### src/rtl/mux_4to1.sv
`default_nettype none
// ============================================================================
// Module   : mux_4to1
// Brief    : Registered 4-to-1 multiplexer with one-clock latency. Defining
//            MUX_AUTOSCAN_EN replaces i_ctrl with an internal scan index that
//            steps through channels 0..3, holding each for SCAN_DIV cycles.
// Revision : 1.0 - initial release
// ============================================================================
module mux_4to1 #(
    parameter int WIDTH    = 8,
    parameter int SCAN_DIV = 4
) (
    input  logic             i_clk,
    input  logic             i_rst,
    input  logic [WIDTH-1:0] i_data_0,
    input  logic [WIDTH-1:0] i_data_1,
    input  logic [WIDTH-1:0] i_data_2,
    input  logic [WIDTH-1:0] i_data_3,
    input  logic [1:0]       i_ctrl,
    output logic [WIDTH-1:0] o_data,
    output logic [1:0]       o_sel
);

    logic [1:0]       w_sel;
    logic [WIDTH-1:0] w_data;

`ifdef MUX_AUTOSCAN_EN
    localparam logic [15:0] c_div_max = 16'(SCAN_DIV - 1);

    logic [15:0] r_scan_cnt;
    logic [1:0]  r_scan_idx;

    // The index advances on the wrap edge, so each channel is shown SCAN_DIV cycles.
    always_ff @(posedge i_clk) begin
        if (!i_rst) begin
            r_scan_cnt <= 16'd0;
            r_scan_idx <= 2'd0;
        end else if (r_scan_cnt == c_div_max) begin
            r_scan_cnt <= 16'd0;
            r_scan_idx <= r_scan_idx + 2'd1;
        end else begin
            r_scan_cnt <= r_scan_cnt + 16'd1;
        end
    end

    assign w_sel = r_scan_idx;
`else
    assign w_sel = i_ctrl;
`endif

    always_comb begin
        w_data = i_data_0;
        case (w_sel)
            2'b00:   w_data = i_data_0;
            2'b01:   w_data = i_data_1;
            2'b10:   w_data = i_data_2;
            default: w_data = i_data_3;
        endcase
    end

    always_ff @(posedge i_clk) begin
        if (!i_rst) begin
            o_data <= '0;
            o_sel  <= 2'b00;
        end else begin
            o_data <= w_data;
            o_sel  <= w_sel;
        end
    end

endmodule
`default_nettype wire

### config.mk
export PLATFORM = sky130hd
export DESIGN_NAME = mux_4to1
export DESIGN_NICKNAME = d
export VERILOG_FILES = /design/src/rtl/mux_4to1.sv
export SDC_FILE = /design/constraint.sdc
export NUM_CORES = 1
export LEC_CHECK = 0
export CAP_MARGIN = 25
export CORE_UTILIZATION = 25
export CTS_BUF_LIST = sky130_fd_sc_hd__clkbuf_8
export CTS_CLUSTER_SIZE = 30
export DETAILED_ROUTE_END_ITERATION = 16
export PLACE_DENSITY = 0.7
export SYNTH_ARGS = -nofsm -noshare
export SYNTH_HDL_FRONTEND = slang
export SYNTH_SLANG_ARGS = --single-unit
### constraint.sdc
create_clock -name i_clk -period 2.65 [get_ports i_clk]
set_clock_uncertainty 0.15 [all_clocks]
set_input_delay 0.3975 -clock i_clk [delete_from_list [all_inputs] [get_ports i_clk]]
set_output_delay 0.3975 -clock i_clk [all_outputs]
set_load 0.02 [all_outputs]
==> results of run 1 <==
-- power by group through the flow --
stage          Sequential (mW)  Clock, mW  Combinational, mW
5_1_grt                  0.165      0.203              0.132
4_1_cts                  0.165      0.196              0.125
2_1_floorplan            0.183          0             0.0351
3_3_place_gp             0.168          0              0.123
6_report                 0.165      0.190              0.123
3_5_place_dp             0.168          0              0.125
-- stage by stage --
stage               worst slack, ns  utilization [%]
detailed placement           0.8926            52.76
global placement             0.9088            52.76
floorplan                     1.465                -
CTS                          0.9433            55.91
global route                 0.9277            55.91
finish                       0.9570            55.91
-- cell usage after synthesis --
cell type,number
and2_2,1
buf_1,1
buf_12,1
buf_6,1
dfxtp_1,10
inv_1,1
mux2i_1,16
nand2_1,1
nand2b_1,1
o22ai_1,8
-- registers in the layout (all words and copies together) (netlist names) --
signal / count
o_sel: 2
o_data: 8
-- kinds of logic after synthesis --
family	after synthesis	synth area share (%)
flip-flops	10	42.90
buffers and inverters	4	8.309
AO/OA/AOI/OAI	8	10.72
AND/OR/NAND/NOR	3	3.754
multiplexers	16	34.32
-- worst min-delay path: stages --
cell             delay [ns]
clkdlybuf4s50_1        0.39
mux2i_1                0.12
o22ai_1                0.08
-- per-layer routing --
metal	vias to the layer above	wire [microns]	track usage (%)
li1	245	-	-
met1	220	481	12.96
met2	28	629	22.90
met3	2	119	6.800
met4	0	14	7.273
met5	-	0	0
-- final cells by class --
type | count | share of cell area, %
Timing Repair Buffer | 46 | 46.92
Multi-Input combinational cell | 27 | 23.33
Clock buffer | 4 | 5.641
Tap cell | 25 | 3.205
Inverter | 1 | 0.3846
Sequential cell | 10 | 20.51
-- final timing paths --
check / endpoint / start
worst max-delay path: o_sel[1] / o_sel[1]
worst min-delay path: o_data[4] / i_data_0[4]
==> flow_summary.yaml, run 1 <==
run_status:
  status: "finished, final reports clean"
placed_design:
  io_buffers: 45
  place_congestion: 0.6261
  placed_cells: 109
  place_area_sq_um: 920.9
logic_synthesis:
  synth.ff_latch_count: 10
  syn_inst: 41
  synth-seq-area-share_pct: 42.90
  synthTopCellsByArea: "dfxtp_1 (43%), mux2i_1 (34%), o22ai_1 (11%)"
  yosysWarnings: 0
  synth.cell_area_sq_um: 466.7
  post_synth_num_cell_types: 10
  synth_fp_nets: 77
  synth_top_area_share_pct: 42.90
  synth.avg_cell_area_sq_um: 11.38
  synth_top_area_cell: "dfxtp_1"
setup_path:
  start_kind: "flop"
  worst_path_largest_cell_delay_ns: 0.60
  cp.depth: 1
  crit_buf_inv: 1
  cp-end-kind: "output pin"
  path_max_fanout: 1
  critPathTopFamily: "buffers and inverters"
  worstPathArrival_ns: 1.15
  worstPathCellList: "clkdlybuf4s50_1"
  path_class: "flop to output pin"
  crit_required_ns: 2.10
  critPathSlowestCell: "clkdlybuf4s50_1"
power:
  p_seq_share_pct: 34.5
  total_power_uw: 477.7
  power_switching_share_pct: 21.79
  p_leak_nw: 0.4113
  power_density_mw_per_mm2: 489.5
  internal-power_uw: 373.6
  clockPowerShare_pct: 39.7
  p_sw_uw: 104.1
  power_frac_comb_pct: 25.8
  vdd_drop_max_mv: 0.2803
detailed_routing:
  dr.pass1.iters: 2
  drt_wl_total_microns: 1245
  drc: 0
  num_vias: 495
  wl_per_cell_microns: 11.02
  routed_via_density: 4.381
  drt-initial-drc-count: 7
  drtAntennaViolNets: 0
layout:
  most-common-layout-cells: "clkdlybuf4s50_1 (45), mux2i_1 (16), dfxtp_1 (10), o22ai_1 (8), clkbuf_8 (4)"
  multi_input_area_sq_um: 227.7
  area_growth_pct: 109.1
  regArea_sq_um: 200.2
  layout.nets: 125
  antenna_cells: 0
  final_common_cell: "clkdlybuf4s50_1"
  drive_gt1_share_pct: 6.818
  fin_area_sq_um: 975.9
  fillers: 168
  final_cells: 113
global_route:
  grt_overflow: 0
  antenna_found_initial: 0
  grt_pass1_vias: 466
  grt_pass1_wl_microns: 1897
  grt_usage_pct: 13.37
  grt_max_degree: 18
floorplan:
  start_util_pct: 26.74
  ioPinCount: 46
  rows: 15
  dieArea_sq_mm: 0.002043
  die_x_microns: 45.21
  die_y_microns: 45.21
  coreArea_sq_mm: 0.001745
sta:
  final_max_slew_viol_count: 0
  setup_violations: 0
  worstMarginPinSlew_ns: 0.3386
  tns_ns: 0
  holdWs_ns: 0.6659
  max_freq_mhz: 590.7
  hold_viol_final: 0
  grt_setup_unrepaired: "no"
  max_slew_margin_pct: 77.43
  period_share_pct: 63.89
  period_needed_ns: 1.693
clock_network:
  htree_levels: 1
  cts_hold_buf: 0
  post-cts-setup-buffer-count: 0
  cts_tree: "done"
  clockRootBuffer: "clkbuf_8"
  ctsResizeCount: 0
  clockBufferDepth: 2
  cts.clk_slew.worst_paths_ns: 0.05
  cts_buffers: 3
  cts_sinks: 10
worst_hold_path:
  hold_path_depth: 3
  hp-class: "input pin to flop"
job:
  drv_cap: 0
Power figures use the tool's default switching activity.
==> run 2, diff against run 1 <==
--- a/config.mk
+++ b/config.mk
@@ -10,7 +10,7 @@
 export CTS_BUF_LIST = sky130_fd_sc_hd__clkbuf_8
 export CTS_CLUSTER_SIZE = 30
 export DETAILED_ROUTE_END_ITERATION = 16
-export PLACE_DENSITY = 0.7
+export PLACE_DENSITY = 0.73
 export SYNTH_ARGS = -nofsm -noshare
 export SYNTH_HDL_FRONTEND = slang
 export SYNTH_SLANG_ARGS = --single-unit
==> constraint.sdc (replaced) <==
create_clock -name i_clk -period 1.5 [get_ports i_clk]
set_clock_uncertainty 0.15 [all_clocks]
set_input_delay 0.225 -clock i_clk [delete_from_list [all_inputs] [get_ports i_clk]]
set_output_delay 0.225 -clock i_clk [all_outputs]
set_load 0.02 [all_outputs]
==> run 2 against run 1 <==
- sequential power increased by 76%
- combinational power is 72% higher
- critical path depth is 3 higher
- non-clock buffer count rose by 1
- total power up 75%
- global-route usage fell by 0.76 points
- worst setup slack got worse by 0.72 ns
- clock-buffer cell count did not move
- first-iteration DRC count shrank 86%
- clock power grew 76%
- worst hold slack got worse by 0.17 ns
- die area unchanged
- largest power group unchanged
==> flow_summary.yaml, run 2 (synthesis gave the netlist of run 1 again) <==
run_status:
  status: "finished, final reports clean"
global_route:
  grt_pass1_wl_microns: 1849
  antenna_found_initial: 0
  grt_pass1_vias: 460
  grt_overflow: 0
  grt_usage_pct: 12.61
  grt_max_degree: 13
power:
  clockPowerShare_pct: 39.9
  p_sw_uw: 183.8
  power_frac_comb_pct: 25.3
  power_switching_share_pct: 21.99
  total_power_uw: 835.6
  p_leak_nw: 0.4636
  power_density_mw_per_mm2: 846.4
  vdd_drop_max_mv: 0.6862
  internal-power_uw: 651.8
  p_seq_share_pct: 34.8
clock_network:
  cts_hold_buf: 0
  htree_levels: 1
  cts_buffers: 3
  cts_sinks: 10
  cts_tree: "done"
  clockRootBuffer: "clkbuf_8"
  clockBufferDepth: 2
  cts.clk_slew.worst_paths_ns: 0.05
sta:
  period_share_pct: 84.30
  hold_viol_final: 0
  max_slew_margin_pct: 76.79
  fin_ws_ns: 0.2355
  final_max_slew_viol_count: 0
  grt_setup_unrepaired: "no"
  worstMarginPinSlew_ns: 0.3482
  max_freq_mhz: 790.8
  period_needed_ns: 1.264
  setup_violations: 0
setup_path:
  cp-end-kind: "flop"
  start_kind: "input pin"
  path_max_fanout: 12
  worstPathArrival_ns: 1.21
  path_class: "input pin to flop"
  crit_required_ns: 1.45
placed_design:
  pre_cts_ws_ns: -0.01353
  io_buffers: 45
  place_congestion: 0.6264
floorplan:
  coreArea_sq_mm: 0.001745
  ioPinCount: 46
  start_util_pct: 26.74
  rows: 15
  die_x_microns: 45.21
  die_y_microns: 45.21
  dieArea_sq_mm: 0.002043
layout:
  area_growth_pct: 111.5
  fillers: 174
  antenna_cells: 0
  final_common_cell: "clkdlybuf4s50_1"
  largestRegisters: "o_data x8, o_sel x2"
  layout.nets: 126
  most-common-layout-cells: "clkdlybuf4s50_1 (35), mux2i_1 (16), dfxtp_1 (10), dlygate4sd2_1 (9), o22ai_1 (8)"
  largest_register_ffs: 8
  largest-register: "o_data"
  drive_gt1_share_pct: 7.865
detailed_routing:
  drtAntennaViolNets: 0
  drc: 0
  routed_via_density: 4.307
  dr.pass1.iters: 2
  wl_per_cell_microns: 11.02
  drt-initial-drc-count: 1
  num_vias: 491
  drt_wl_total_microns: 1256
worst_hold_path:
  min_from: "i_data_0[0]"
  hold_path_depth: 3
  hold_path_end: "o_data[0]"
  hp-class: "input pin to flop"
job:
  drv_cap: 0
==> run 2: power groups by stage <==
stage               Sequential [mW]  Clock (mW)  Combinational [mW]
finish                        0.290       0.334               0.211
global route                  0.292       0.354               0.226
CTS                           0.291       0.345               0.214
detailed placement            0.297           0               0.227
global placement              0.296           0               0.224
floorplan                     0.323           0              0.0620
==> run 2: worst max-delay path by stage <==
stage | startpoint | end | slack (ns)
floorplan | i_ctrl[1] | o_data[0] | 0.49
global placement | i_ctrl[1] | o_data[1] | 0.01
detailed placement | i_ctrl[1] | o_data[4] | -0.01
CTS | o_data[6] | o_data[6] | 0.003
global route | i_ctrl[1] | o_data[4] | 0.16
finish | i_ctrl[1] | o_data[4] | 0.24
==> run 2: critical path, cell delays in order <==
cell and delay (ns):
clkdlybuf4s50_1 0.53, buf_12 0.16, mux2i_1 0.19, o22ai_1 0.09
==> run 2: area by class of cell <==
type / count / area [sq um] / area share (%)
well taps: 25 / 31.28 / 3.169
inverters: 1 / 3.754 / 0.3802
multi-input cells: 27 / 227.7 / 23.07
clock buffers: 4 / 55.05 / 5.577
flip-flops and latches: 10 / 200.2 / 20.28
repair buffers: 47 / 469.2 / 47.53
==> run 2: per-layer routing <==
metal	GRT usage [%]	vias to the layer above	wire, microns
met2	23.77	29	644
met1	12.68	214	489
met3	4.800	0	123
met4	3.636	0	0
met5	0	-	0
li1	-	248	-
==> run 2: per-stage QoR <==
stage	cells	utilization, %	instance area (sq um)	hold slack (ns)	setup TNS [ns]
3_5_place_dp	110	53.91	940.9	0.7392	-0.02453
5_1_grt	114	56.56	987.2	0.5135	0
2_1_floorplan	41	-	466.7	0.2167	0
6_report	114	56.56	987.2	0.4975	0
3_3_place_gp	110	53.91	940.9	0.7310	0
4_1_cts	114	56.42	984.7	0.4944	0
==> run 2: timing repair <==
action                     CTS  global route
buffers inserted             0             0
setup endpoints to repair    9             1
resized for setup            9             1
==> run 3, diff against run 2 <==
==> constraint.sdc (replaced) <==
create_clock -name i_clk -period 1.07 [get_ports i_clk]
set_clock_uncertainty 0.15 [all_clocks]
set_input_delay 0.1605 -clock i_clk [delete_from_list [all_inputs] [get_ports i_clk]]
set_output_delay 0.1605 -clock i_clk [all_outputs]
set_load 0.02 [all_outputs]
==> run 3 against run 2 <==
- clock-buffer cell count stayed put
- total power is 42% higher
- non-clock buffer count is 2 higher
- final area is 0.38% higher
- sequential cell count stayed put
- wire length is 2.5% lower
- largest cell class unchanged
==> flow_summary.yaml, run 3 (synthesis gave the netlist of run 1 again) <==
setup_path:
  worstPathArrival_ns: 0.69
  worst_path_largest_cell_delay_ns: 0.30
  crit_required_ns: 0.76
  critPathSlowestCell: "dfxtp_1"
  start_kind: "flop"
  crit_buf_inv: 1
  critPathTopFamily: "flip-flops"
  path_class: "flop to output pin"
  worstPathCellList: "buf_2"
  cp-end-kind: "output pin"
  path_max_fanout: 1
sta:
  grt_setup_unrepaired: "no"
  hold_viol_final: 0
  fin_ws_ns: 0.07089
  max_slew_margin_pct: 85.65
  worstMarginPinSlew_ns: 0.2149
  max_freq_mhz: 1001
  setup_violations: 0
  period_needed_ns: 0.9991
  final_max_slew_viol_count: 0
  holdWs_ns: 0.1645
  period_share_pct: 93.37
power:
  power_frac_comb_pct: 25.6
  p_leak_nw: 0.4720
  p_sw_uw: 268.7
  clockPowerShare_pct: 40.0
  power_density_mw_per_mm2: 1194
  vdd_drop_max_mv: 0.7003
  internal-power_uw: 914.5
  power_switching_share_pct: 22.71
  p_seq_share_pct: 34.4
clock_network:
  cts_tree: "done"
  clockRootBuffer: "clkbuf_8"
  cts_sinks: 10
  clockBufferDepth: 2
  post-cts-setup-buffer-count: 0
  cts.clk_slew.worst_paths_ns: 0.05
  cts_hold_buf: 0
  cts_buffers: 3
  htree_levels: 1
worst_hold_path:
  min_from: "i_ctrl[0]"
  hp-class: "input pin to flop"
  hold_path_depth: 3
  hold_path_end: "o_sel[0]"
detailed_routing:
  dr.pass1.iters: 2
  num_vias: 497
  drc: 0
  routed_via_density: 4.284
  drt-initial-drc-count: 1
  drt_wl_total_microns: 1224
  drtAntennaViolNets: 0
  wl_per_cell_microns: 10.55
floorplan:
  ioPinCount: 46
  die_y_microns: 45.21
  coreArea_sq_mm: 0.001745
  rows: 15
  dieArea_sq_mm: 0.002043
  start_util_pct: 26.74
  die_x_microns: 45.21
run_status:
  status: "finished, final reports clean"
layout:
  final_common_cell: "clkdlybuf4s50_1"
  largest-register: "o_data"
  largestRegisters: "o_data x8, o_sel x2"
  most-common-layout-cells: "clkdlybuf4s50_1 (32), mux2i_1 (16), dfxtp_1 (10), buf_2 (10), o22ai_1 (6)"
  area_growth_pct: 112.3
  largest_register_ffs: 8
  layout.nets: 128
  antenna_cells: 0
  drive_gt1_share_pct: 25.27
global_route:
  grt_max_degree: 13
  antenna_found_initial: 0
  grt_pass1_wl_microns: 1890
  grt_pass1_vias: 496
  grt_overflow: 0
  grt_usage_pct: 12.61
placed_design:
  place_congestion: 0.6169
  io_buffers: 45
  pre_cts_ws_ns: -0.3826
  dpl.hpwl_microns: 999
job:
  drv_cap: 0
run 3: cell types whose count changed in the layout (fill, tap and decap cells not counted), sizes merged:
cell / change
buf: +12
dlygate4sd2: -8
clkdlybuf4s50: -3
dlymetal6s2s: +1
run 3: repair_timing:
action	CTS	global route
gates resized for setup	42	6
setup endpoints to repair	18	7
endpoints found under the hold margin	0	0
run 3: layer usage:
metal	up-vias	wire [microns]	share of wire [%]	global-route usage, %
met5	-	0	0	0
met4	0	0	0	3.636
met3	0	146	12	4.800
met2	29	610	50	23.48
met1	218	467	38	12.93
li1	250	-	-	-
run 3: layout make-up:
cell class                      count  area, sq um
Fill cell                         171        754.5
Clock buffer                        4        55.05
Inverter                            1        3.754
Multi-Input combinational cell     27        250.2
Timing Repair Buffer               49        450.4
Sequential cell                    10        200.2
Tap cell                           25        31.28
run 3: power by group through the flow:
stage / clock network (mW) / registers (mW) / logic [mW]
after global placement: 0 / 0.415 / 0.320
after floorplan: 0 / 0.453 / 0.0869
final: 0.474 / 0.406 / 0.303
after global routing: 0.501 / 0.409 / 0.325
after detailed placement: 0 / 0.416 / 0.322
after CTS: 0.485 / 0.407 / 0.297
run 3: worst max-delay path by stage:
stage	from	endpoint	slack [ns]	cells past startpoint
final	o_data[7]	o_data[7]	0.07	1
after CTS	i_rst	o_data[2]	0.003	3
after global placement	i_ctrl[1]	o_data[1]	-0.35	4
after global routing	o_data[4]	o_data[4]	0.04	1
after detailed placement	i_ctrl[1]	o_data[2]	-0.38	4
after floorplan	i_ctrl[1]	o_data[0]	0.12	4
run 3: stage by stage:
step	power, mW	cells	area, sq um	TNS [ns]	utilization (%)
global route	1.234	116	991.0	0	56.77
CTS	1.188	116	963.4	0	55.20
detailed placement	0.7380	112	955.9	-4.466	54.77
finish	1.183	116	991.0	0	56.77
global placement	0.7359	112	955.9	-4.293	54.77
floorplan	0.5402	41	466.7	0	-
==> RTL change 1 (flow settings as in run 3) <==
Add an input register stage for `i_data_0`, cleared by the reset; this delays it by one clock. The other inputs are not delayed to match.
--- a/src/rtl/mux_4to1.sv
+++ b/src/rtl/mux_4to1.sv
@@ -20,6 +20,16 @@
     output logic [WIDTH-1:0] o_data,
     output logic [1:0]       o_sel
 );
+
+    logic [WIDTH-1:0] i_data_0_q;
+
+    always_ff @(posedge i_clk) begin
+        if (!i_rst) begin
+            i_data_0_q <= '0;
+        end else begin
+            i_data_0_q <= i_data_0;
+        end
+    end
 
     logic [1:0]       w_sel;
     logic [WIDTH-1:0] w_data;
@@ -49,9 +59,9 @@
 `endif
 
     always_comb begin
-        w_data = i_data_0;
+        w_data = i_data_0_q;
         case (w_sel)
-            2'b00:   w_data = i_data_0;
+            2'b00:   w_data = i_data_0_q;
             2'b01:   w_data = i_data_1;
             2'b10:   w_data = i_data_2;
             default: w_data = i_data_3;
Check against the original RTL: not equivalent (Yosys sat finds a counterexample within 4 cycles, from zero or initial values and one cycle with i_rst low).
==> RTL change 1 against run 3 <==
Routed wire length increased by 34%. Via count grew 25%. Synthesized area rose by 46%. Total power up 33%. Utilization decreased by 8.9 points. Sequential cell count rose by 8. Global-route usage shrank 0.40 points. Count of clock-buffer cells in the layout did not move. Cell area rose by 22%. Setup slack worse by 24 ps. Synthesized cell count grew 41%. Sequential power increased by 78%. Largest cell class unchanged.
==> RTL change 1: results (changes against run 3) <==
----------------------------------------------------
[Synthesis]
  Sequential share of the synthesized area ... 52.8% (+9.9 points)
  Multiplexer fraction of the synthesized cell area ... 23.5% (-11 points)
  Avg Synthesized Cell Area ... 11.8 sq um (+3.3%)
  Library cells used by synthesis ... 12 (+2)
  Cell area after synthesis ... 682 sq um (+46%)

[Cells and area]
  Fraction of area in multi-input gates ... 23.0% (-2.2 points)
  Net count, final ... 149 (+16%)
  Fraction of area in registers ... 29.8% (+9.6 points)
  Portion of the layout cell area used by non-clock buffers ... 39.2% (-6.3 points)
  Number of fill cells ... 264 (+54%)
  Number of multi-input combinational cells in the layout ... 35 (+30%)
  Biggest registers after layout ... i_data_0_q: 8 flops, o_data: 8 flops, o_sel: 2 flops
  Portion of the layout cell area used by clock cells ... 4.56% (-1.0 points)

[Global route]
  Maximum number of pins on one net before global-route repair ... 11 (-2)
  Global-route met1 utilization ... 14.3% (+1.4 points)
  GR Util met2 ... 21.1% (-2.3 points)
  Global routing usage summed across all routing layers ... 12.2% (-0.40 points)
  Global-route wire length before repair ... 2500 microns (+32%)

[Placed design]
  Placer Congestion ... 0.574 (-6.9%)
  Sum of net half-perimeters after detailed placement ... 1290 microns (+29%)
  Post-Place Worst Slack ... -364 ps (+18.8 ps)
  Total cell area at the placement stage ... 1190 sq um (+24%)

[Worst setup path]
  Arrival time at the worst endpoint ... 710 ps (+20 ps)

[Clocking]
  Post-cts repair resize count ... 45 (+7.1%)
  Clock sink count ... 18 (+8)
  Register clock-pin slew on the reported worst setup and hold paths ... 70 ps (+20 ps)

[Timing]
  Achievable Freq ... 978 MHz (-2.3%)
  Worst hold margin ... 279 ps (+114 ps)
  Worst slew pin tran ... 134 ps (-80.7 ps)

[Route]
  Total routed wirelength ... 1640 microns (+34%)
  WL met3 ... 143 microns (-2.1%)
  Routed length on met2 ... 778 microns (+28%)

[Power]
  Power dissipated by switching net loads ... 0.000340 W (+26%)
  Power consumption ... 0.00158 W (+33%)
  Peak supply drop ... 0.000728 V (+4.0%)

[Run status]
  Status ... completed

[Hold path]
  Worst Hold End ... i_data_0_q[3]

----------------------------------------------------
RTL change 1: cell count changes in the layout (fill, tap and decap cells not counted):
cell | before | now
sky130_fd_sc_hd__buf_4 | 2 | 7
sky130_fd_sc_hd__buf_6 | 1 | 2
sky130_fd_sc_hd__nand2b_4 | 1 | 0
sky130_fd_sc_hd__nand2b_1 | 0 | 1
sky130_fd_sc_hd__dfxtp_1 | 10 | 18
sky130_fd_sc_hd__buf_12 | 1 | 0
sky130_fd_sc_hd__o22ai_2 | 2 | 0
sky130_fd_sc_hd__dlymetal6s2s_1 | 2 | 0
sky130_fd_sc_hd__clkdlybuf4s50_1 | 32 | 33
sky130_fd_sc_hd__and2_1 | 0 | 8
sky130_fd_sc_hd__nand2_1 | 0 | 1
sky130_fd_sc_hd__nand2_2 | 1 | 0
sky130_fd_sc_hd__dlygate4sd2_1 | 1 | 2
sky130_fd_sc_hd__o22ai_1 | 6 | 8
==> RTL change 2 (config.mk and constraints of run 3) <==
Without the edit above. `WIDTH`: 8 -> 10.
--- a/src/rtl/mux_4to1.sv
+++ b/src/rtl/mux_4to1.sv
@@ -7,7 +7,7 @@
 // Revision : 1.0 - initial release
 // ============================================================================
 module mux_4to1 #(
-    parameter int WIDTH    = 8,
+    parameter int WIDTH    = 10,
     parameter int SCAN_DIV = 4
 ) (
     input  logic             i_clk,
Ports: changed (5 resized); port bits go from 46 to 56. The function was not compared with the original's and may differ.
==> RTL change 2 against run 3 <==
Routed wire length is 35% higher. Setup slack worse by 41 ps. Cell area is 22% higher. Sequential share of layout area is 0.31 points lower. Sequential cell count is 2 higher. Synthesized area is 24% higher. Total power is 7.5% higher. Utilization is 1.7 points lower. Global-route usage is 1.1 points higher. First-iteration DRC count grew to 3.0 times the old value.
==> RTL change 2: results (changes against run 3) <==
----------------------------------------------------
[Run status]
  Status ... completed

[Power]
  Power drawn by the combinational cells ... 0.000390 W (+29%)
  LEAKAGE ... 0.555 nW (+18%)
  Power consumption ... 0.00127 W (+7.5%)
  Power dissipated by switching net loads ... 0.000300 W (+11%)
  Reported clock group power ... 0.000392 W (-17%)

[Cells and area]
  Fraction of area in multi-input gates ... 26.2% (+0.97 points)
  Net count, final ... 156 (+22%)
  Fraction of area in registers ... 19.9% (-0.31 points)
  Number of multi-input combinational cells in the layout ... 33 (+22%)

[Floorplanning]
  Core outline area ... 2190 sq um (+26%)

[Synthesis]
  Post-synth net total ... 95 (+23%)
  Area contributors post-synth ... sky130_fd_sc_hd__dfxtp_1, sky130_fd_sc_hd__mux2i_1, sky130_fd_sc_hd__o22ai_1
  Multiplexer fraction of the synthesized cell area ... 34.6% (+0.32 points)
  Register bit count reported by yosys ... 12 (+2)
  Synthesized-area fraction occupied by ao, oa, aoi and oai cells ... 10.8% (+0.099 points)
  Gate count of the mapped netlist ... 51 (+24%)
  Commonest cells in the netlist ... sky130_fd_sc_hd__mux2i_1, sky130_fd_sc_hd__dfxtp_1, sky130_fd_sc_hd__o22ai_1

[Global route]
  Global routing usage summed across all routing layers ... 13.7% (+1.1 points)
  Via count of the first global-routing pass ... 619 (+25%)
  GR Util met2 ... 24.9% (+1.4 points)
  Met3 track demand over resource ... 2.16% (-2.6 points)

[Placed design]
  Sum of net half-perimeters after detailed placement ... 1290 microns (+29%)
  # port buffers ... 55 (+22%)
  Post-Place Worst Slack ... -397 ps (-14.1 ps)
  Placer Congestion ... 0.599 (-3.0%)
  Placed Cells ... 134 (+20%)

[Route]
  Total routed wirelength ... 1650 microns (+35%)
  Initial drt markers ... 3 (+2)
  Highest metal layer with signal wires ... met4
  Metal1 wirelength ... 628 microns (+34%)

----------------------------------------------------
RTL change 2: cell types whose count changed in the layout (fill, tap and decap cells not counted), sizes merged:
cell                  run 3  this run
mux2i                    16        20
dlygate4sd2               1         0
clkbuf                    4         3
dlymetal6s2s              2         1
clkdlybuf4s15             0         1
dfxtp                    10        12
o22ai                     8        10
clkdlybuf4s50            32        41
buf                      14        18
RTL change 2: critical path: stages:
cell and delay (ps):
sky130_fd_sc_hd__clkdlybuf4s50_1 410, sky130_fd_sc_hd__nand2b_1 160, sky130_fd_sc_hd__buf_4 160, sky130_fd_sc_hd__o22ai_1 150
RTL change 2: cells by family (layout without fill, tap and decap cells):
logic type | after synthesis | after routing
buffers and inverters | 6 | 65
multiplexers | 20 | 20
AO/OA/AOI/OAI | 10 | 10
flip-flops | 12 | 12
AND/OR/NAND/NOR | 3 | 3
RTL change 2: path summary, 6_finish.rpt:
kind  depth (start not counted)         to  slack, ps      start
min                           2   o_sel[1]         60      i_rst
max                           4  o_data[3]         30  i_ctrl[0]
